===== config.mk =====
export PLATFORM = sky130hd
export DESIGN_NAME = ttl_pc_cascade_flat
export DESIGN_NICKNAME = d
export VERILOG_FILES = /design/src/rtl/ttl_pkg.sv /design/src/rtl/ttl_pc_cascade_if.sv /design/src/rtl/ttl74x169.sv /design/src/rtl/ttl_pc_cascade.sv /design/src/flat_wrapper.sv
export SDC_FILE = /design/constraint.sdc
export NUM_CORES = 1
export LEC_CHECK = 0
export CAP_MARGIN = 10
export CORE_UTILIZATION = 41
export DETAILED_ROUTE_END_ITERATION = 6
export GPL_TIMING_DRIVEN = 1
export PLACE_DENSITY_LB_ADDON = 0.25
export SETUP_SLACK_MARGIN = 0.1
export SYNTH_ARGS = -nofsm -noshare
export SYNTH_HDL_FRONTEND = slang
export SYNTH_SLANG_ARGS = --single-unit

===== constraint.sdc =====
create_clock -name clock -period 2.2 [get_ports clock]
set_clock_uncertainty 0.15 [all_clocks]
set_input_delay 0.33 -clock clock [delete_from_list [all_inputs] [get_ports clock]]
set_output_delay 0.33 -clock clock [all_outputs]
set_load 0.005 [all_outputs]

===== src/rtl/ttl_pkg.sv =====
// Shared constants for the 74x169-style counter slices and the cascade built from them.
package ttl_pkg;

    // Width of one 74x169 slice.
    localparam int SLICE_WIDTH = 4;

    // Active-low control levels, used for load, ent, enp and rco.
    localparam logic ASSERT_L   = 1'b0;
    localparam logic DEASSERT_L = 1'b1;

endpackage


===== src/rtl/ttl_pc_cascade_if.sv =====
// Control and data bundle of the cascaded program counter.
interface ttl_pc_cascade_if #(
    parameter int WIDTH = 16
);
    logic             load;
    logic             ud;
    logic             ent;
    logic             enp;
    logic [WIDTH-1:0] d;
    logic             clr_wrap;
    logic             rco;
    logic [WIDTH-1:0] q;
    logic             wrap;

    // Sequencer side: drives the controls and observes the count.
    modport master (
        output load, ud, ent, enp, d, clr_wrap,
        input  rco, q, wrap
    );

    // Counter side.
    modport slave (
        input  load, ud, ent, enp, d, clr_wrap,
        output rco, q, wrap
    );
endinterface


===== src/rtl/ttl74x169.sv =====
// One 4-bit synchronous up/down counter slice with 74x169 control semantics,
// plus an asynchronous clear used by the cascade's reset path.
module ttl74x169
    import ttl_pkg::*;
(
    input  logic                   clock,
    input  logic                   reset_n,
    input  logic                   load,
    input  logic                   ud,
    input  logic                   ent,
    input  logic                   enp,
    input  logic [SLICE_WIDTH-1:0] d,
    output logic [SLICE_WIDTH-1:0] q,
    output logic                   rco
);

    logic terminal;

    // Terminal count depends on direction: all-ones counting up, zero counting down.
    always_comb begin
        terminal = ud ? (q == '1) : (q == '0);
        rco      = (ent == ASSERT_L && terminal) ? ASSERT_L : DEASSERT_L;
    end

    // Load has priority; counting needs both enables asserted.
    always_ff @(posedge clock or negedge reset_n) begin
        if (!reset_n) begin
            q <= '0;
        end else if (load == ASSERT_L) begin
            q <= d;
        end else if (enp == ASSERT_L && ent == ASSERT_L) begin
            q <= ud ? q + 1'b1 : q - 1'b1;
        end
    end

endmodule


===== src/rtl/ttl_pc_cascade.sv =====
// WIDTH-bit program counter built from cascaded 74x169 slices, with a sticky
// wrap flag raised whenever the count rolls over in either direction.
module ttl_pc_cascade
    import ttl_pkg::*;
#(
    parameter int WIDTH = 16
) (
    input  logic              clock,
    input  logic              reset_n,
    ttl_pc_cascade_if.slave   bus
);

    localparam int SLICES = WIDTH / SLICE_WIDTH;

    // carry_l[k] is the active-low ent of slice k; carry_l[SLICES] is the top rco.
    logic [SLICES:0]  carry_l;
    logic [WIDTH-1:0] count;
    logic             wrap_set;
    logic             wrap_r;

    assign carry_l[0] = bus.ent;

    for (genvar k = 0; k < SLICES; k++) begin : g_slice
        ttl74x169 u_slice (
            .clock   (clock),
            .reset_n (reset_n),
            .load    (bus.load),
            .ud      (bus.ud),
            .ent     (carry_l[k]),
            .enp     (bus.enp),
            .d       (bus.d[k*SLICE_WIDTH +: SLICE_WIDTH]),
            .q       (count[k*SLICE_WIDTH +: SLICE_WIDTH]),
            .rco     (carry_l[k+1])
        );
    end

    assign bus.q    = count;
    assign bus.rco  = carry_l[SLICES];
    assign bus.wrap = wrap_r;

    // A roll-over happens only on a real count edge with the top carry asserted;
    // loads of boundary values never qualify.
    assign wrap_set = (bus.load == DEASSERT_L) && (bus.enp == ASSERT_L) &&
                      (bus.ent == ASSERT_L) && (carry_l[SLICES] == ASSERT_L);

    // Sticky wrap flag; a set on the same edge as a clear wins.
    always_ff @(posedge clock or negedge reset_n) begin
        if (!reset_n) begin
            wrap_r <= 1'b0;
        end else if (wrap_set) begin
            wrap_r <= 1'b1;
        end else if (bus.clr_wrap) begin
            wrap_r <= 1'b0;
        end
    end

endmodule


===== src/flat_wrapper.sv =====
// flat-port wrapper written by rule: the top's interface ports become plain ports
module ttl_pc_cascade_flat import ttl_pkg::*;
#(
    parameter int WIDTH = 16
)
  (clock, reset_n, bus_load, bus_ud, bus_ent, bus_enp, bus_d, bus_clr_wrap, bus_rco, bus_q, bus_wrap);
  ttl_pc_cascade_if #(.WIDTH(WIDTH)) bus_i ();
  input  logic clock;
  input  logic reset_n;
  input wire logic [$bits(bus_i.load)-1:0] bus_load;
  input wire logic [$bits(bus_i.ud)-1:0] bus_ud;
  input wire logic [$bits(bus_i.ent)-1:0] bus_ent;
  input wire logic [$bits(bus_i.enp)-1:0] bus_enp;
  input wire logic [$bits(bus_i.d)-1:0] bus_d;
  input wire logic [$bits(bus_i.clr_wrap)-1:0] bus_clr_wrap;
  output wire logic [$bits(bus_i.rco)-1:0] bus_rco;
  output wire logic [$bits(bus_i.q)-1:0] bus_q;
  output wire logic [$bits(bus_i.wrap)-1:0] bus_wrap;
  assign bus_i.load = bus_load;
  assign bus_i.ud = bus_ud;
  assign bus_i.ent = bus_ent;
  assign bus_i.enp = bus_enp;
  assign bus_i.d = bus_d;
  assign bus_i.clr_wrap = bus_clr_wrap;
  assign bus_rco = bus_i.rco;
  assign bus_q = bus_i.q;
  assign bus_wrap = bus_i.wrap;
  ttl_pc_cascade #(.WIDTH(WIDTH)) u_core (.clock(clock), .reset_n(reset_n), .bus(bus_i));
endmodule

[Yosys cells after proc, flatten, opt, wreduce, memory -nomap -nowiden]
Index checks and enable logic that the tools add are counted.
Storage, ports and cells
  output and inout port bits: 18
  bits of input ports: 23
  register bits after elaboration: 17
Cells by class
  equality and inequality tests: 8
  bitwise logic cells: 2
  muxes and demuxes: 19
  $add $sub $neg: 8
  reduce and logical (&&, ||, !) cells: 16
Operators by type and width (number)
  two-way mux 4 bit: 12
  adder 4 x 1 -> 4 bit (second input constant): 4
  == test 4 bit (second input constant): 4
  logical NOT 4 bit: 4
  subtractor 4 x 1 -> 4 bit (second input constant): 4
  logical AND 1 bit: 11
  != test 2 x 1 -> 1 bit (second input constant): 4
  two-way mux 1 bit: 7
  inverter 1 bit: 2
  nonzero test 2 bit: 1

[Longest topological paths before layout]
  depth in word-level cells: 8
  depth in mapped cells: 8

[Hierarchy]
Synthesis repeated with hierarchy kept, for this count alone.
Second synthesis, totals
  cell total of the unflattened synthesis: 160
  area, all modules: 1375.1 um^2
By module, submodules not included
  ttl74x169: area an instance 332.8 um^2, seq. area each 100.1 um^2, cells each 39, times used 4
  ttl_pc_cascade: area an instance 43.8 um^2, seq. area each 25.0 um^2, cells each 4, times used 1

[Worst setup path after synthesis]
OpenSTA, ideal clock, no wires.
  path type: register -> register
  start: reg u_core.g_slice[0].u_slice.q[0]
  end: reg u_core.g_slice[3].u_slice.q[2]
  arrival: 2.041 ns
  clock period less this slack: 2.315 ns
  required time: 1.925 ns
  cell stages (with the launch flop): 6
  setup time: 0.125 ns
  path slack: -0.115 ns
  path through: dfrtp_1 -> or4_4 -> mux2i_4 -> and4_2 -> mux2_2 -> mux2_2
On the way
  longest elaborated chain between the ends: 7
  elaborated cells on any way between the ends: 8
  classes of those cells: 2 x eq/ne; 1 x mux; 5 x reduce/logical
RTL lines
  start: declaration: RTL line ttl74x169.sv:13  | output logic [SLICE_WIDTH-1:0] q,
  start signal: assignment: RTL line ttl74x169.sv:32  | q <= ud ? q + 1'b1 : q - 1'b1;
  == test 4 bit / logical NOT 4 bit (equally long branches): RTL line ttl74x169.sv:21  | terminal = ud ? (q == '1) : (q == '0);
  two-way mux 1 bit *: RTL line ttl74x169.sv:21
  logical AND 1 bit * (3 in a row): RTL line ttl74x169.sv:22  | rco = (ent == ASSERT_L && terminal) ? ASSERT_L : DEASSERT_L;
  logical AND 1 bit *: RTL line ttl74x169.sv:31  | end else if (enp == ASSERT_L && ent == ASSERT_L) begin
  != test 2 x 1 -> 1 bit (no source line) *
  end signal: assignment: RTL line ttl74x169.sv:32
  end: declaration: RTL line ttl74x169.sv:13
Mark *: on every way between the ends. The rest lies on a longest branch, timed or not.
A chain may end at the register's enable or synchronous reset.

[Worst setup path after layout]
Ends and elaborated chain as after synthesis.

==> metrics.yaml <==
p_leak_nw: 0.876
ant_nets: 0
synth-seq-cells: 17
irDropWorstVdd_uv: 294
period_share_pct: 103
maxSlewHeadroom_pct: 66.5
avgViaCountPerCell: 5.35
worst_setup_path_end_kind: "flop"
start_kind: "flop"
tns_ns: -0.182
finalSetupViolCount: 3
cts_sinks: 17
core_area_um2: 2850
stdcell_area_um2: 2040
arrival_ns: 2.31
grt_max_degree: 18
clk_pin_slew_ns: 0.11
max_freq_ghz: 0.439
syn2layout_area_growth_pct: 60.1
run_status: "finished, violations left"
ys_warn_count: 0
drc: 3
boundaryPins: 41
drive_above_1_share_pct: 31.5
route.detailed.wl_per_inst_um: 16.0
place.gp.congestion: 0.794
maxCapViolations: 0
antenna_found_initial: 0
period_needed_ns: 2.28
cts_made_buffers: 3
die_y_um: 57.8
nets: 233
antenna_cells: 0
firstDrtPassIters: 6
hold_class: "in -> async"
yosysTopAreaCellShare_pct: 33.4
dpl_cell_area_um2: 1920
port_buffers: 40
syn_avg_cell_area_um2: 10.3
synth_area_um2: 1270
syn_nets: 159
p_per_area_nw_per_um2: 482
yosys.cell_types.count: 33
synth_area_leader_cell: "dfrtp_1"
cts_tree: "done"
crit_fanout: 3
yosys-top-cells-area: "dfrtp_1 (33%), ha_1 (7.9%), fa_1 (6.3%)"
worstSkewPairLatency_ns: 0.29
die_area_um2: 3340
report.final.slew_viol_count: 0
synthCells: 124
htree_num_levels: 1
start_util_pct: 44.7
fin_ws_ns: -0.0762
placementRows: 19
timing_hold_violations_final: 0
worst_pin_slew_ns: 0.501
grt_overflow_total: 0
synth.yosys.seq_area_share_pct: 33.4
crit_type: "reg -> reg"
grt_pass1_wl_um: 5600
dp_hpwl_um: 2540
drtIter0Drc: 47
cts_buffer_depth: 2
die_x_um: 57.8
grt_use_total_pct: 22.1
rsz0062_at_grt: "yes"
grt_pass1_vias: 1207
cts-root-buf: "clkbuf_4"
routed_wl_um: 3650
required_ns: 2.23
vias: 1220
violations: "DRC, setup timing"
synth_stat cells, drive strengths merged:
library cell,count
and3,1
o21ai,4
inv,2
nand2,3
or3,4
a21oi,14
or4,3
nand4,5
ha,8
xnor2,7
mux2i,7
and4,1
o22ai,1
nand3,2
nor2,15
clkbuf,4
dfrtp,17
nor3,1
fa,4
mux2,7
or2,1
xor2,5
a21o,4
a31oi,4
area by class of cell:
class	count	area [um2]
multi-input cells	101	881
fillers	226	812
repair buffers	73	657
flip-flops and latches	17	427
well taps	31	38.8
clock buffers	4	26.3
inverters	2	11.3
path summary, 6_finish.rpt:
| check | cells past startpoint | slack, ns | to | from |
|---|---|---|---|---|
| max in group asynchronous | 2 | 1.47 | u_core.g_slice[0].u_slice.q[0]$_DFFE_PN0P_ | reset_n |
| min | 2 | 0.21 | u_core.g_slice[3].u_slice.q[1]$_DFFE_PN0P_ | reset_n |
| max reg2reg | 6 | -0.08 | u_core.g_slice[3].u_slice.q[2]$_DFFE_PN0P_ | u_core.g_slice[0].u_slice.q[0]$_DFFE_PN0P_ |
| min in group clock | 2 | 0.39 | u_core.bus.wrap$_DFFE_PN0P_ | u_core.bus.wrap$_DFFE_PN0P_ |
| max | 6 | -0.08 | u_core.g_slice[3].u_slice.q[2]$_DFFE_PN0P_ | u_core.g_slice[0].u_slice.q[0]$_DFFE_PN0P_ |
| min reg2reg | 2 | 0.39 | u_core.bus.wrap$_DFFE_PN0P_ | u_core.bus.wrap$_DFFE_PN0P_ |
state kept, by name, indices dropped and copies added (netlist names):
register / count
u_core.g_slice.u_slice.q: 16
u_core.bus.wrap: 1
logic make-up (layout without fill, tap and decap cells):
logic type | after synthesis | count (layout) | share of synthesized area, %
AO/OA/AOI/OAI | 27 | 27 | 12.0
AND/OR/NAND/NOR | 36 | 36 | 15.5
buffers and inverters | 6 | 79 | 2.55
flip-flops | 17 | 17 | 33.4
multiplexers | 14 | 14 | 14.2
adder cells (fa/ha/maj) | 12 | 12 | 14.1
XOR/XNOR | 12 | 12 | 8.24
cell usage in the layout (no fill, tap or decap), types with 2 or more instances in the layout:
cell / count
fa_1: 4
xnor2_1: 6
clkdlybuf4s50_1: 38
dfrtp_1: 16
o21ai_0: 3
a21o_1: 3
buf_4: 28
clkbuf_4: 3
buf_6: 5
mux2i_4: 3
xor2_1: 5
a31oi_1: 4
mux2_2: 2
ha_1: 7
a21oi_1: 13
nor2_1: 14
nand4_1: 5
buf_2: 2
nand2_1: 2
or3_1: 4
or4_4: 3
mux2_4: 5
mux2i_1: 4
where the power goes:
part | internal, mW | switching [mW] | total (mW)
registers | 0.343 | 0.0370 | 0.380
clock network | 0.0704 | 0.103 | 0.174
logic | 0.253 | 0.176 | 0.429
total | 0.667 | 0.316 | 0.983
per-stage QoR:
stage / hold WS (ns) / worst slack [ns] / utilization [%] / instances / power [mW]
floorplan: -0.116 / -0.0422 / - / 124 / 0.584
global placement: 0.365 / -0.577 / 67.4 / 217 / 0.766
detailed placement: 0.380 / -0.620 / 67.4 / 217 / 0.784
CTS: 0.209 / -0.0580 / 69.5 / 223 / 0.972
global route: 0.207 / -0.0908 / 71.5 / 228 / 1.05
finish: 0.213 / -0.0762 / 71.5 / 228 / 0.983
metal layers:
layer  global-route usage (%)  wire length (um)  vias to the layer above
li1                         -                 -                      599
met1                     27.0              1570                      585
met2                     40.5              1910                       32
met3                     2.23               135                        4
met4                     7.48                37                        0
met5                        0                 0                        -
what timing repair did:
item                                    CTS  global route
pin swaps                                10             7
resized for setup                        12             8
hold endpoints to repair                  0             0
hold buffers                              0             0
buffers inserted                          2             5
endpoints found under the setup margin   15            12
critical path: stages, from the launching register on:
cell	delay, ns
dfrtp_2	0.42
or4_4	0.53
mux2i_4	0.17
buf_6	0.12
and4_4	0.22
mux2_4	0.29
mux2_4	0.26
Note: power is estimated with default switching activity, not from simulation.
